`src/rtl/sb_pkg.sv`:
```
// Shared types and helpers for the store/load buffer: access-size encoding,
// controller states, the queued-store record and the byte-lane helpers.
package sb_pkg;

    typedef enum logic [1:0] {
        SZ_B = 2'd0,
        SZ_H = 2'd1,
        SZ_W = 2'd2,
        SZ_D = 2'd3
    } size_e;

    typedef enum logic [2:0] {
        ST_IDLE   = 3'd0,
        ST_RMW_RD = 3'd1,
        ST_WR     = 3'd2,
        ST_LD     = 3'd3,
        ST_RSP    = 3'd4
    } state_e;

    // One queued store: byte address, right-justified data and access size.
    typedef struct packed {
        logic [63:0] addr;
        logic [63:0] data;
        size_e       size;
    } st_entry_t;

    // Natural alignment: the low address bits covered by the size must be zero.
    function automatic logic align_ok(input logic [2:0] off, input size_e size);
        logic ok;
        case (size)
            SZ_B:    ok = 1'b1;
            SZ_H:    ok = (off[0] == 1'b0);
            SZ_W:    ok = (off[1:0] == 2'b00);
            default: ok = (off == 3'b000);
        endcase
        return ok;
    endfunction

    // Replace the (1 << size) bytes starting at byte lane 'off' of 'old'
    // with the low bytes of 'data'.
    function automatic logic [63:0] merge_bytes(input logic [63:0] old,
                                                input logic [63:0] data,
                                                input logic [2:0]  off,
                                                input size_e       size);
        logic [63:0] r;
        int          n;
        int          o;
        r = old;
        n = 1 << int'(size);
        o = int'(off);
        for (int b = 0; b < 8; b++) begin
            if ((b >= o) && (b < o + n)) begin
                r[b*8 +: 8] = data[(b-o)*8 +: 8];
            end
        end
        return r;
    endfunction

    // Pull the addressed bytes out of a doubleword and sign- or zero-extend.
    function automatic logic [63:0] extract_ext(input logic [63:0] dword,
                                                input logic [2:0]  off,
                                                input size_e       size,
                                                input logic        is_unsigned);
        logic [63:0] s;
        logic [63:0] r;
        s = dword >> {off, 3'b000};
        case (size)
            SZ_B:    r = is_unsigned ? {56'd0, s[7:0]}  : {{56{s[7]}},  s[7:0]};
            SZ_H:    r = is_unsigned ? {48'd0, s[15:0]} : {{48{s[15]}}, s[15:0]};
            SZ_W:    r = is_unsigned ? {32'd0, s[31:0]} : {{32{s[31]}}, s[31:0]};
            default: r = s;
        endcase
        return r;
    endfunction

endpackage

```
`src/rtl/sb_fifo.sv`:
```
// Store queue: DEPTH-entry synchronous FIFO with wrap-around pointers.
// Push is refused when full and pop when empty; both may happen together.
module sb_fifo
    import sb_pkg::*;
#(
    parameter int DEPTH = 4
) (
    input  logic                     clk,
    input  logic                     rst_n,
    input  logic                     i_push,
    input  st_entry_t                i_entry,
    input  logic                     i_pop,
    output st_entry_t                o_head,
    output logic                     o_full,
    output logic                     o_empty,
    output logic [$clog2(DEPTH):0]   o_count
);

    localparam int AW = $clog2(DEPTH);

    st_entry_t       r_mem [DEPTH];
    logic [AW-1:0]   r_wptr;
    logic [AW-1:0]   r_rptr;
    logic [AW:0]     r_count;
    logic            w_push;
    logic            w_pop;

    assign o_full  = (r_count == (AW+1)'(DEPTH));
    assign o_empty = (r_count == '0);
    assign o_count = r_count;
    assign o_head  = r_mem[r_rptr];
    assign w_push  = i_push && !o_full;
    assign w_pop   = i_pop && !o_empty;

    // Pointer and occupancy bookkeeping; reset empties the queue.
    always_ff @(posedge clk or negedge rst_n) begin
        if (!rst_n) begin
            r_wptr  <= '0;
            r_rptr  <= '0;
            r_count <= '0;
        end else begin
            if (w_push) r_wptr <= r_wptr + 1'b1;
            if (w_pop)  r_rptr <= r_rptr + 1'b1;
            case ({w_push, w_pop})
                2'b10:   r_count <= r_count + 1'b1;
                2'b01:   r_count <= r_count - 1'b1;
                default: r_count <= r_count;
            endcase
        end
    end

    // Entry storage; contents are meaningless until pushed, so no reset.
    always_ff @(posedge clk) begin
        if (w_push) r_mem[r_wptr] <= i_entry;
    end

endmodule

```
`src/rtl/store_load_buffer.sv`:
```
// Store/load buffer between the core and a 64-bit byte-addressed memory.
// Stores queue in sb_fifo and drain one at a time (sub-doubleword stores by
// read-modify-write); loads are taken only when the queue is empty and idle.
module store_load_buffer
    import sb_pkg::*;
#(
    parameter int DEPTH = 4
) (
    input  logic        clk,
    input  logic        rst_n,
    input  logic        st_valid,
    output logic        st_ready,
    input  logic [63:0] st_addr,
    input  logic [63:0] st_data,
    input  logic [1:0]  st_size,
    input  logic        ld_valid,
    output logic        ld_ready,
    input  logic [63:0] ld_addr,
    input  logic [1:0]  ld_size,
    input  logic        ld_unsigned,
    output logic        ld_rvalid,
    output logic [63:0] ld_rdata,
    output logic        err,
    output logic        mem_read,
    output logic        mem_write,
    output logic [63:0] mem_addr,
    output logic [63:0] mem_wdata,
    input  logic [63:0] mem_rdata
);

    state_e                 r_state;
    logic [63:0]            r_merge;
    logic [63:0]            r_ld_addr;
    size_e                  r_ld_size;
    logic                   r_ld_uns;
    logic [63:0]            r_ld_rdata;
    logic                   r_rvalid;
    logic                   r_err;

    st_entry_t              w_head;
    st_entry_t              w_entry;
    logic                   w_full;
    logic                   w_empty;
    logic [$clog2(DEPTH):0] w_count;
    logic                   w_st_acc;
    logic                   w_st_ok;
    logic                   w_ld_acc;
    logic                   w_ld_ok;
    logic                   w_push;
    logic                   w_pop;

    assign st_ready = !w_full;
    assign ld_ready = (w_count == '0) && (r_state == ST_IDLE);

    assign w_st_acc = st_valid && st_ready;
    assign w_st_ok  = align_ok(st_addr[2:0], size_e'(st_size));
    assign w_ld_acc = ld_valid && ld_ready;
    assign w_ld_ok  = align_ok(ld_addr[2:0], size_e'(ld_size));
    assign w_push   = w_st_acc && w_st_ok;
    assign w_pop    = (r_state == ST_WR);

    assign w_entry.addr = st_addr;
    assign w_entry.data = st_data;
    assign w_entry.size = size_e'(st_size);

    assign ld_rvalid = r_rvalid;
    assign ld_rdata  = r_ld_rdata;
    assign err       = r_err;

    sb_fifo #(.DEPTH(DEPTH)) u_fifo (
        .clk     (clk),
        .rst_n   (rst_n),
        .i_push  (w_push),
        .i_entry (w_entry),
        .i_pop   (w_pop),
        .o_head  (w_head),
        .o_full  (w_full),
        .o_empty (w_empty),
        .o_count (w_count)
    );

    // Controller: loads win over draining; each drain ends with a pop in WR.
    always_ff @(posedge clk or negedge rst_n) begin
        if (!rst_n) begin
            r_state    <= ST_IDLE;
            r_merge    <= '0;
            r_ld_addr  <= '0;
            r_ld_size  <= SZ_B;
            r_ld_uns   <= 1'b0;
            r_ld_rdata <= '0;
            r_rvalid   <= 1'b0;
            r_err      <= 1'b0;
        end else begin
            r_err    <= (w_st_acc && !w_st_ok) || (w_ld_acc && !w_ld_ok);
            r_rvalid <= 1'b0;
            case (r_state)
                ST_IDLE: begin
                    if (w_ld_acc && w_ld_ok) begin
                        r_ld_addr <= ld_addr;
                        r_ld_size <= size_e'(ld_size);
                        r_ld_uns  <= ld_unsigned;
                        r_state   <= ST_LD;
                    end else if (!w_empty) begin
                        r_state <= (w_head.size == SZ_D) ? ST_WR : ST_RMW_RD;
                    end
                end
                ST_RMW_RD: begin
                    r_merge <= mem_rdata;
                    r_state <= ST_WR;
                end
                ST_WR: begin
                    r_state <= ST_IDLE;
                end
                ST_LD: begin
                    r_ld_rdata <= extract_ext(mem_rdata, r_ld_addr[2:0], r_ld_size, r_ld_uns);
                    r_rvalid   <= 1'b1;
                    r_state    <= ST_RSP;
                end
                ST_RSP: begin
                    r_state <= ST_IDLE;
                end
                default: begin
                    r_state <= ST_IDLE;
                end
            endcase
        end
    end

    // Memory port decoded purely from registered state, queue head and merge data.
    always_comb begin
        mem_read  = 1'b0;
        mem_write = 1'b0;
        mem_addr  = '0;
        mem_wdata = '0;
        case (r_state)
            ST_RMW_RD: begin
                mem_read = 1'b1;
                mem_addr = {w_head.addr[63:3], 3'b000};
            end
            ST_WR: begin
                mem_write = 1'b1;
                mem_addr  = {w_head.addr[63:3], 3'b000};
                mem_wdata = (w_head.size == SZ_D) ? w_head.data
                          : merge_bytes(r_merge, w_head.data, w_head.addr[2:0], w_head.size);
            end
            ST_LD: begin
                mem_read = 1'b1;
                mem_addr = {r_ld_addr[63:3], 3'b000};
            end
            default: begin
                mem_read  = 1'b0;
                mem_write = 1'b0;
            end
        endcase
    end

endmodule

```
`config.mk`:
```
export PLATFORM = sky130hd
export DESIGN_NAME = store_load_buffer
export DESIGN_NICKNAME = d
export VERILOG_FILES = /design/src/rtl/sb_pkg.sv /design/src/rtl/sb_fifo.sv /design/src/rtl/store_load_buffer.sv
export SDC_FILE = /design/constraint.sdc
export NUM_CORES = 1
export LEC_CHECK = 0
export ABC_AREA = 0
export CAP_MARGIN = 10
export CORE_UTILIZATION = 35
export DETAILED_ROUTE_END_ITERATION = 6
export PLACE_DENSITY_LB_ADDON = 0.05
export SYNTH_ARGS = -nofsm -noshare
export SYNTH_HDL_FRONTEND = slang
export SYNTH_SLANG_ARGS = --single-unit
```
`constraint.sdc`:
```
create_clock -name clk -period 14.7 [get_ports clk]
set_clock_uncertainty 0.15 [all_clocks]
set_input_delay 2.94 -clock clk [delete_from_list [all_inputs] [get_ports clk]]
set_output_delay 2.94 -clock clk [all_outputs]
set_load 0.01 [all_outputs]
```
After elaboration in Yosys (flattened, before gate mapping)
Memories as Yosys holds them, arrays and structs flattened. Index checks and enable logic that the tools add are counted.

Register bits after elaboration: 207. Word-level logic and storage cells: 127. Memories: 1. Output and inout bits: 198. Memory bits (writable): 520.

Memory list: u_fifo.r_mem (depth 4, width 130, read ports 1, clocked after Yosys merged registers in 0, wr ports 1, RTL line sb_fifo.sv:21) `st_entry_t r_mem [DEPTH];`.

Order comparisons: 15. $add $sub $neg: 13. Reductions and logical operators: 34. Equal/unequal tests: 14. Bitwise operators: 2. Mux-type cells: 27. Shift-type cells: 10.

Operators by type and width (count): variable part select 64 x 7 -> 8 bit (8); 2-to-1 mux 64 bit (5); case mux 64 bit (3 select lines) (1); less-than comparator 4 x 32 -> 1 bit (first input constant) (4); case mux 64 bit (2 select lines) (1); less-than comparator 3 x 32 -> 1 bit (first input constant) (2); 2-to-1 mux 8 bit (8); >> shifter 64 x 6 -> 64 bit (1); adder 4 x 32 -> 32 bit (1); less-than comparator 1 x 32 -> 1 bit (first input constant) (1); less-than comparator 2 x 32 -> 1 bit (first input constant) (1); << shifter 1 x 2 -> 32 bit (first input constant) (1); logical AND 1 bit (16); subtractor 3 x 3 -> 4 bit (first input constant) (4); zero test 3 bit (4); == test 2 bit (second input constant) (5); zero test 2 bit (5); greater-or-equal comparator 3 bit (first input constant) (3); case mux 3 bit (3 select lines) (1); == test 2 x 1 -> 1 bit (second input constant) (4); subtractor 1 x 3 -> 4 bit (first input constant) (2); subtractor 2 x 3 -> 4 bit (first input constant) (2); == test 3 x 2 -> 1 bit (second input constant) (2); greater-or-equal comparator 1 x 3 -> 1 bit (first input constant) (2); 18 further kinds (31).

Longest topological paths before layout
Gate-level depths: netlist of the first run. An unclocked memory read counts as a cell.

Word-level depth: 8. Depth in mapped cells: 16. Depth with buffers taken out: 11.

Modules after synthesis
Synthesis of the first run repeated with hierarchy kept, for this count alone.

Cells, all modules: 2114. Area total of the unflattened synthesis: 33931.3 um^2.

Modules (own cells, without submodules): sb_fifo (cells each 717, instances 1, area each 19167.1 um^2); store_load_buffer (cells each 1397, instances 1, area each 14764.2 um^2).

Least setup slack after synthesis of the first run
No wires, ideal clock.

Path type: input -> register. From: in st_size[0]. To: mem u_fifo.r_mem[0][0] (netlist bit), enable pin. Data arrival time: 6.652 ns. Stages: 5. Data required time: 14.045 ns. Path slack: 7.393 ns. Cells stage by stage: a21o_1 -> a21oi_1 -> and3_1 -> clkbuf_1 -> and2_1.

Word-level cells in the longest chain between the ends: 6. Elaborated cells on any way between the ends: 8. Classes of those cells: eq/ne (2); mux (3); reduce/logical (3).

Ends and longest elaborated chain: from (decl) (RTL line store_load_buffer.sv:15) `input logic [1:0] st_size,`; == test 2 bit (tied with other cells) (RTL line sb_pkg.sv:30) `case (size)`; case mux 1 bit (3 select lines) (*) (RTL line sb_pkg.sv:30); logical AND 1 bit (*) (RTL line store_load_buffer.sv:59) `assign w_push = w_st_acc && w_st_ok;`; logical AND 1 bit (*) (RTL line sb_fifo.sv:32) `assign w_push = i_push && !o_full;`; 2-to-1 mux 1 bit (*) (RTL line sb_fifo.sv:54) `if (w_push) r_mem[r_wptr] <= i_entry;`; 2-to-1 mux 1 bit (not written as such) (*) (RTL line sb_fifo.sv:54); to (decl) (RTL line sb_fifo.sv:21).

Every way passes the cells marked *; elsewhere a longest branch is shown, timed or not.

Worst setup path after layout of the first run
From: reg u_fifo.r_rptr[0]. To: out mem_wdata[36].

Word-level cells in the longest chain between the ends: 8. Elaborated cells on any way between the ends: 12. Classes of those cells: add/sub (2); order compare (2); eq/ne (1); shift (2); mux (3); reduce/logical (1); memory (1).

Ends and longest elaborated chain: from (decl) (RTL line sb_fifo.sv:23) `logic [AW-1:0] r_rptr;`; from (signal assigned) (RTL line sb_fifo.sv:43) `if (w_pop) r_rptr <= r_rptr + 1'b1;`; memory read (4 x 130 bit) (*); << shifter 1 x 2 -> 32 bit (RTL line sb_pkg.sv:49) `n = 1 << int'(size);`; adder 4 x 32 -> 32 bit (RTL line sb_pkg.sv:52) `if ((b >= o) && (b < o + n)) begin`; less-than comparator 4 x 32 -> 1 bit (RTL line sb_pkg.sv:52); logical AND 1 bit (RTL line sb_pkg.sv:52); 2-to-1 mux 8 bit (RTL line sb_pkg.sv:52); 2-to-1 mux 64 bit (*) (RTL line store_load_buffer.sv:143) `mem_wdata = (w_head.size == SZ_D) ? w_head.data`; 2-to-1 mux 64 bit (*) (RTL line store_load_buffer.sv:135) `case (r_state)`; to (decl) (RTL line store_load_buffer.sv:27) `output logic [63:0] mem_wdata,`.

Marks and branches as above.

==> results of run 1 <==
layout make-up:
| type | count | area [um^2] | area share |
|---|---|---|---|
| inverter | 28 | 105 | 0.00254 |
| clock inverter | 42 | 468 | 0.0113 |
| timing repair buffer | 489 | 4820 | 0.116 |
| tap | 1254 | 1570 | 0.0379 |
| clock buffer | 112 | 2270 | 0.0547 |
| multi-input combinational | 1167 | 11400 | 0.274 |
| antenna | 10 | 25.0 | 0.000604 |
| sequential | 727 | 20800 | 0.502 |
how the worst min path moves through the flow:
stage	endpoint	slack (ps)	cells past startpoint
CTS	ld_rdata[2]$_DFFE_PN0P_	340	2
detailed placement	ld_rdata[2]$_DFFE_PN0P_	320	2
global placement	ld_rdata[2]$_DFFE_PN0P_	320	2
floorplan	u_fifo.o_count[2]$_DFFE_PN0P_	310	1
finish	ld_rdata[2]$_DFFE_PN0P_	330	2
global route	ld_rdata[10]$_DFFE_PN0P_	370	2
worst max-delay path, delay by kind of cell, from the launching register on:
| family | cells | cell delay, ps |
|---|---|---|
| simple gates | 2 | 330 |
| mux | 1 | 790 |
| fa+ha+maj | 2 | 730 |
| flops | 1 | 700 |
| buf+inv | 3 | 1380 |
| compound gates | 4 | 1720 |
metal layers:
metal,up-vias,track usage,share of wire
li1,9173,-,-
met1,11100,0.317,0.42
met2,704,0.405,0.50
met3,165,0.0419,0.055
met4,14,0.0886,0.032
met5,-,0,0.00071
where the power goes:
group          switching (mW)  total [mW]  internal [mW]
clock network           0.843        2.06           1.21
logic                    2.69        4.74           2.05
registers               0.344        2.97           2.63
registers in the layout (all words and copies together) (netlist names):
| register | cells |
|---|---|
| u_fifo.r_mem | 520 |
| u_fifo.r_wptr | 2 |
| err | 1 |
| u_fifo.o_count | 3 |
| r_merge | 64 |
| ld_rdata | 64 |
| ld_rvalid | 1 |
| u_fifo.r_rptr | 2 |
| r_ld_uns | 1 |
| r_state | 3 |
| r_ld_size | 2 |
| r_ld_addr | 64 |
layout by cell type (no fill, tap or decap), types with 7 or more instances in the layout:
master,synthesis,layout
nand4_1,11,11
ha_1,20,20
clkinv_2,0,11
nand2b_1,7,7
clkbuf_1,83,21
and3_1,13,12
mux4_2,168,167
a221oi_1,8,8
nor2b_1,11,10
o221ai_1,16,16
bufinv_16,0,7
o21ai_0,116,116
clkdlybuf4s50_1,0,458
a21oi_1,100,100
nand3_1,7,7
dfrtp_1,207,202
nor2_1,69,69
inv_1,26,26
a22oi_1,8,8
mux2i_1,88,88
diode_2,0,10
a22o_1,69,69
a32oi_1,8,8
edfxtp_1,520,520
o22a_1,7,7
buf_4,5,30
mux2_2,191,191
nand2_1,97,96
clkbuf_8,0,8
o2111ai_1,8,8
a211oi_1,19,19
a221o_1,33,33
clkinv_1,1,12
clkbuf_16,0,83
o22ai_1,28,28
per-stage QoR:
step / utilization / hold WS (ps) / power (mW) / instance area, um^2
6_report: 0.444 / 328 / 9.77 / 41400
3_5_place_dp: 0.414 / 323 / 7.76 / 38700
5_1_grt: 0.444 / 371 / 10.2 / 41400
3_3_place_gp: 0.414 / 321 / 7.80 / 38700
4_1_cts: 0.444 / 338 / 9.87 / 41400
2_1_floorplan: - / 306 / 5.73 / 32900
cell families after synthesis:
kind of cell             count (synthesis)
flip-flops                             727
multiplexers                           447
AO/OA/AOI/OAI                          436
AND/OR/NAND/NOR                        253
buffers and inverters                  180
adder cells (fa/ha/maj)                 22
XOR/XNOR                                 6
other                                    1
==> run metrics, run 1 <==
Die Y 309 um; Mapped Cells 2,072; Post-synth ARST share 0.285; worst-margin pin slew 1070 ps; Final HPWL DP 83,500 um; ys flop type edfxtp_1; WS Path Type reg2out; largest cells by area after synthesis edfxtp_1 47%, dfrtp_1 16%, mux4_2 11%, mux2_2 6.5%, mux2i_1 2.7%; routed vias/inst 5.53; Nets 2,782; DRT antenna net count 0; DRC Markers 0; CTS tree done; I/O pins 463; worst reg2reg endpoint u_fifo.r_mem[1][21]$_DFFE_PP_; fin. max-slew vios 0; Setup WS pre-CTS 5910 ps; Post-synth EDFFs 520; Root Buffer Master clkbuf_16; hold path startpoint ld_rdata[2]$_DFFE_PN0P_; CTS buffer count 82; Most common cell on crit path a21oi_1; # resized after CTS 0; synth unique cells 63; Sink Count 727; mux contribution to synthesized area 0.207; Power per Cell Area 236 nW/um^2; Avg Inst Size Synth 15.9 um^2; GRT Total Usage 0.243; ratio of cells with drive above 1 in the final layout 0.212; htree depth 3; first-pass GRT wire length 164,000 um; R2R cell count 6; Placer Congestion 0.910; Initial Utilization 0.353; Startpoint Class flip-flop; Setup TNS Final 0 ps; Synthesis Warnings 0; Largest stage delay, worst path 790 ps; vias in the first global route 22.0k; arrival time at the worst endpoint 6290 ps; die area 95,300 um^2; Peak Freq 107 MHz; Clock Tree Buf Depth 3; Worst-Skew Late Latency 630 ps; r2r startpoint u_fifo.o_count[0]$_DFFE_PN0P_; slew margin rel. 0.278; Synth Area in Compound Gates 0.0902; Core Region 93,300 um^2; die width 309 um; area grow syn2layout 25.8%; Tightest Hold Check Type reg2reg; Clock transition at path regs 60 ps; pin count of the biggest net entering global routing 88; # port buffers 459; gr ovfl total 0; Synth Cell Area 32,900 um^2; crit end category output pin; fin crit share 0.638; critical-path cell list buf_4 > mux4_2 > ha_1 > inv_1 > fa_1 > nor2b_1 > a21oi_1 > nor3_2 > a2111oi_4 > o2111ai_1 > a21oi_1 > clkdlybuf4s50_1; Synth top cells by count 520 x edfxtp_1, 207 x dfrtp_1, 191 x mux2_2; final std cells w/o fill 3,829; Slowest-stage cell, CP mux4_2; Critical path origin u_fifo.r_rptr[0]$_DFFE_PN0P_; Iter 0 DRT Violations 1,565; vias 21.2k; outcome complete, no violations; setup bufs post-CTS 0; main combinational cell family by area after synthesis multiplexers; wire per inst 30.4 um; unrepaired setup endpoints after global routing no; total wire length 116,000 um; Yosys reg bits 727; Max-cap violations 0; Peak supply drop 0.112 mV; area share of fa/ha/maj cells after synthesis 0.00881; Worst Slack Setup Final 5320 ps; Final setup violation count 0; LEAKAGE 14.4 nW; Rows 112; register area share after synthesis 0.631; post-synth top area cell edfxtp_1; final hold violation count 0; FF-to-FF setup slack 10,890 ps; post-synthesis simple-gate area fraction 0.0360; Filler Cell Count 8,369; CTS hold repair buffers 0; worst endpoint required time 11,610 ps; min Tclk post-route 9380 ps; initial antenna violation count 27; most frequent cell after synthesis edfxtp_1; Yosys top cell area share 0.474; Critical Path Sink mem_wdata[36]; dpl cells 3,665; Pre-Repair DR Iteration Count 7; xor/xnor share of the synthesized area 0.00160; Crit Path Max Fanout 36
Power figures use the tool's default switching activity.
==> run 2: changes to the inputs <==
==> constraint.sdc (replaced) <==
create_clock -name clk -period 9.3 [get_ports clk]
set_clock_uncertainty 0.15 [all_clocks]
set_input_delay 1.86 -clock clk [delete_from_list [all_inputs] [get_ports clk]]
set_output_delay 1.86 -clock clk [all_outputs]
set_load 0.01 [all_outputs]
==> run metrics, run 2 (synthesized netlist as in run 1, its figures left out) <==
DRC Markers 0 (unchanged); unrepaired setup endpoints after global routing no (unchanged); R2R cell count 8 (was 6); Pre-Repair DR Iteration Count 5 (was 7); htree depth 3 (unchanged); fin. max-slew vios 0 (unchanged); total wire length 118,000 um (was 116,000 um); routed vias/inst 5.54 (was 5.53); Most common cell on crit path a21oi_1 (unchanged); die width 309 um (unchanged); area grow syn2layout 26.0% (was 25.8%); Slowest-stage cell, CP dfrtp_4 (was mux4_2); initial antenna violation count 30 (was 27); Crit Path Max Fanout 45 (was 36); Placer Congestion 0.935 (was 0.910); Sink Count 727 (unchanged); commonest cells after routing, fill and taps aside 520 x edfxtp_1, 458 x clkdlybuf4s50_1, 202 x dfrtp_1, 191 x mux2_2, 167 x mux4_2 (unchanged); DRT antenna net count 0 (unchanged); min Tclk post-route 7590 ps; Clock Tree Buf Depth 3 (unchanged); Clock transition at path regs 60 ps (about the same); # resized after CTS 0 (unchanged); Nets 2,780 (was 2,782); hold path startpoint ld_rdata[4]$_DFFE_PN0P_ (was ld_rdata[2]$_DFFE_PN0P_); most common cell after layout, fill and taps aside edfxtp_1 (unchanged); I/O pins 463 (unchanged); Worst-Skew Late Latency 680 ps (was 630 ps); CTS hold repair buffers 0 (unchanged); Rows 112 (unchanged); Biggest register u_fifo.r_mem (unchanged); Initial Utilization 0.353 (unchanged); worst path bufs/invs 2 (was 3); fin crit share 0.816; Worst Slack Setup Final 1710 ps (was 5320 ps); M2 GR Usage 0.401 (was 0.405); Largest stage delay, worst path 950 ps (was 790 ps); critical-path cell list mux4_2 > ha_1 > inv_1 > fa_1 > nor2b_1 > a21oi_1 > nor3_2 > a2111oi_4 > o2111ai_1 > a21oi_1 > clkdlybuf4s50_1 (was buf_4 > mux4_2 > ha_1 > inv_1 > fa_1 > nor2b_1 > a21oi_1 > nor3_2 > a2111oi_4 > o2111ai_1 > a21oi_1 > clkdlybuf4s50_1); CP top delay family compound AO/OA/AOI/OAI gates (unchanged); met3 Use GR 0.0464 (was 0.0419); worst-margin pin slew 1130 ps (was 1070 ps); gr ovfl total 0 (unchanged); arrival time at the worst endpoint 5580 ps (was 6290 ps); pin count of the biggest net entering global routing 111 (was 88); total power 15.6 mW (was 9.77 mW); GRT Max-Usage Layer met2 (unchanged); Iter 0 DRT Violations 1,782 (was 1,565); first-pass GRT wire length 166,000 um (was 164,000 um); ratio of cells with drive above 1 in the final layout 0.210 (was 0.212); LEAKAGE 14.4 nW (about the same); Setup TNS Final 0 ps (unchanged); crit end category output pin (unchanged); worst endpoint required time 7290 ps (was 11,610 ps); setup bufs post-CTS 0 (unchanged); WS Path Type reg2out (unchanged); Setup WS pre-CTS 2380 ps (was 5910 ps); Power per Cell Area 376 nW/um^2 (was 236 nW/um^2); vias 21.2k (about the same); final std cells w/o fill 3,826 (was 3,829); vias in the first global route 22.1k (was 22.0k); final hold violation count 0 (unchanged); Startpoint Class flip-flop (unchanged); wire per inst 30.9 um (was 30.4 um); Core Region 93,300 um^2 (unchanged); CTS buffer count 82 (unchanged); max reg flops 520 (unchanged); GRT Total Usage 0.248 (was 0.243); die area 95,300 um^2 (unchanged); Peak Freq 132 MHz; Max-cap violations 0 (unchanged); Peak supply drop 0.198 mV (was 0.112 mV); CTS tree done (unchanged); Die Y 309 um (unchanged); Final HPWL DP 84,500 um (was 83,500 um); GR Layer Usage met1 0.329 (was 0.317); Tightest Hold Check Type reg2reg (unchanged); r2r startpoint r_ld_addr[0]$_DFFE_PN0P_ (was u_fifo.o_count[0]$_DFFE_PN0P_); worst reg2reg endpoint ld_rdata[61]$_DFFE_PN0P_ (was u_fifo.r_mem[1][21]$_DFFE_PP_); Filler Cell Count 8,353 (was 8,369); Final setup violation count 0 (unchanged); Root Buffer Master clkbuf_16 (unchanged); dpl cells 3,663 (was 3,665); outcome complete, no violations (unchanged); FF-to-FF setup slack 5860 ps (was 10,890 ps); slew margin rel. 0.227 (was 0.278); # port buffers 459 (unchanged); hold path depth 2 (unchanged); hold path endpoint ld_rdata[4]$_DFFE_PN0P_ (was ld_rdata[2]$_DFFE_PN0P_)
## run 2: changes by cell type in the layout (fill, tap and decap cells not counted), sizes merged
cell	before	now
clkbuf	112	106
buf	31	29
bufinv	7	9
diode	10	12
clkinvlp	5	6
## run 2: layer usage
layer / vias up / wire (um)
met3: 188 / 6080
met2: 722 / 57100
met4: 16 / 4260
met1: 11100 / 50600
met5: - / 104
li1: 9162 / -
## run 2: report_power, final
part           total, mW  internal (mW)  leakage (nW)  switching, mW
logic               7.58           3.25          5.86           4.33
clock network       3.30           1.96          1.33           1.34
registers           4.74           4.15          7.23          0.584
total               15.6           9.36          14.4           6.26
## run 2: area by class of cell
class / instances / area [um^2] / share of cell area
diodes: 12 / 30.0 / 0.000724
clock inverters: 45 / 542 / 0.0131
multi-input cells: 1167 / 11400 / 0.274
flip-flops and latches: 727 / 20800 / 0.501
clock buffers: 106 / 2220 / 0.0536
repair buffers: 487 / 4860 / 0.117
inverters: 28 / 105 / 0.00253
well taps: 1254 / 1570 / 0.0378
## run 2: worst reg2reg max path: cells and delay by family (launching register included)
family	cells	cell delay (ps)
muxes	2	910
and+or+nand+nor	1	370
AOI/OAI and AO/OA	3	500
DFF	1	350
buffers and inverters	2	1050
## run 2: metrics by stage
step	hold slack, ps	cell area, um^2	util
after global placement	322	38700	0.415
after CTS	334	41500	0.444
after global routing	350	41500	0.445
after detailed placement	321	38700	0.415
after floorplan	306	32900	-
final	326	41500	0.445
## run 2: how the worst max path moves through the flow
stage | startpoint | endpoint | slack [ps] | depth (start not counted)
floorplan | st_size[0] | u_fifo.r_mem[0][0]$_DFFE_PP_ | 3070 | 5
CTS | u_fifo.r_rptr[1]$_DFFE_PN0P_ | mem_wdata[36] | 1610 | 11
detailed placement | u_fifo.r_rptr[1]$_DFFE_PN0P_ | mem_wdata[36] | 2380 | 11
global route | u_fifo.r_rptr[1]$_DFFE_PN0P_ | mem_wdata[33] | 1390 | 11
global placement | u_fifo.r_rptr[1]$_DFFE_PN0P_ | mem_wdata[0] | 2400 | 11
finish | u_fifo.r_rptr[1]$_DFFE_PN0P_ | mem_wdata[36] | 1710 | 11
==> patch, RTL diff (config.mk and constraints of run 2) <==
`DEPTH` is set to 4 in 2 places; all go to 8.
--- a/src/rtl/sb_fifo.sv
+++ b/src/rtl/sb_fifo.sv
@@ -3,7 +3,7 @@
 module sb_fifo
     import sb_pkg::*;
 #(
-    parameter int DEPTH = 4
+    parameter int DEPTH = 8
 ) (
     input  logic                     clk,
     input  logic                     rst_n,
--- a/src/rtl/store_load_buffer.sv
+++ b/src/rtl/store_load_buffer.sv
@@ -4,7 +4,7 @@
 module store_load_buffer
     import sb_pkg::*;
 #(
-    parameter int DEPTH = 4
+    parameter int DEPTH = 8
 ) (
     input  logic        clk,
     input  logic        rst_n,
Check against the original RTL: not settled (the Yosys comparison gave no result); the edit may change what the design does.
==> patch against run 2 <==
- total power rose by 54%
- highest routed layer unchanged
- sequential cell count rose by 523
- area after synthesis increased by 61%
- largest cell class unchanged
- cell area grew 57%
- global-route usage fell by 3.0 points
- sequential share of layout area rose by 5.9 points
- worst setup slack got worse by 710 ps
- core utilization is 1.2 points lower
- wire length up 42%
- die area up 61%
==> patch: results (changes against run 2) <==
Cell variety after synth -> 67 (+6.3%)
WL met2 -> 80900 µm (+42%)
Gr usage total -> 0.218 (-0.0301)
Total power -> 24.1 mW (+54%)
Via count -> 30600 (+44%)
Worst R2R Start -> r_ld_addr[1]
# fillers -> 13400 (+61%)
Crit path from -> u_fifo.r_rptr[0]
Commonest cells in the netlist -> 1040 x edfxtp_1, 280 x mux2i_1, 249 x mux4_2
Relative slew slack -> 0.209 (-0.0184)
Placed cell area -> 60200 µm² (+56%)
Critical Path AT -> 6280 ps (+700 ps)
Wl on met1 -> 72400 µm (+43%)
Synth area leaders -> edfxtp_1 59%, mux4_2 11%, dfrtp_1 9.9%
Mean Syn Cell Area -> 17.2 µm² (+8.4%)
GR Layer Usage met2 -> 0.359 (-0.0422)
FFs w/ async S/R, synth -> 0.168 (-0.117)
Global Route met1 Usage -> 0.289 (-0.0400)
Peak VDD IR -> 0.195 mV (-1.3%)
NumNets Final -> 3876 (+39%)
Final WL -> 167000 µm (+42%)
Status -> finished clean
Clk pwr share -> 0.240 (+0.029)
Initial antenna violation count -> 28 (-6.7%)
Hold_sp -> u_fifo.o_count[3]
Register area share after synthesis -> 0.687 (+0.0552)
[patch: cells by family (layout without fill, tap and decap cells)]
group,after synthesis,count (layout),synth area share
other,1,4,0.0000706
adder cells (fa/ha/maj),22,22,0.00546
AND/OR/NAND/NOR,428,428,0.0336
multiplexers,700,700,0.197
AO/OA/AOI/OAI,461,461,0.0563
XOR/XNOR,9,9,0.00148
buffers and inverters,214,835,0.0195
flip-flops,1250,1250,0.687
[patch: final cells by class]
| type | count | area, µm² | share of cell area |
|---|---|---|---|
| clock buffer | 187 | 3900 | 0.0599 |
| tap | 2016 | 2520 | 0.0387 |
| timing repair buffer | 552 | 5360 | 0.0823 |
| antenna | 1 | 2.50 | 0.0000384 |
| inverter | 18 | 72.6 | 0.00111 |
| clock inverter | 78 | 1010 | 0.0155 |
| sequential | 1250 | 36500 | 0.561 |
| multi-input combinational | 1623 | 15700 | 0.242 |
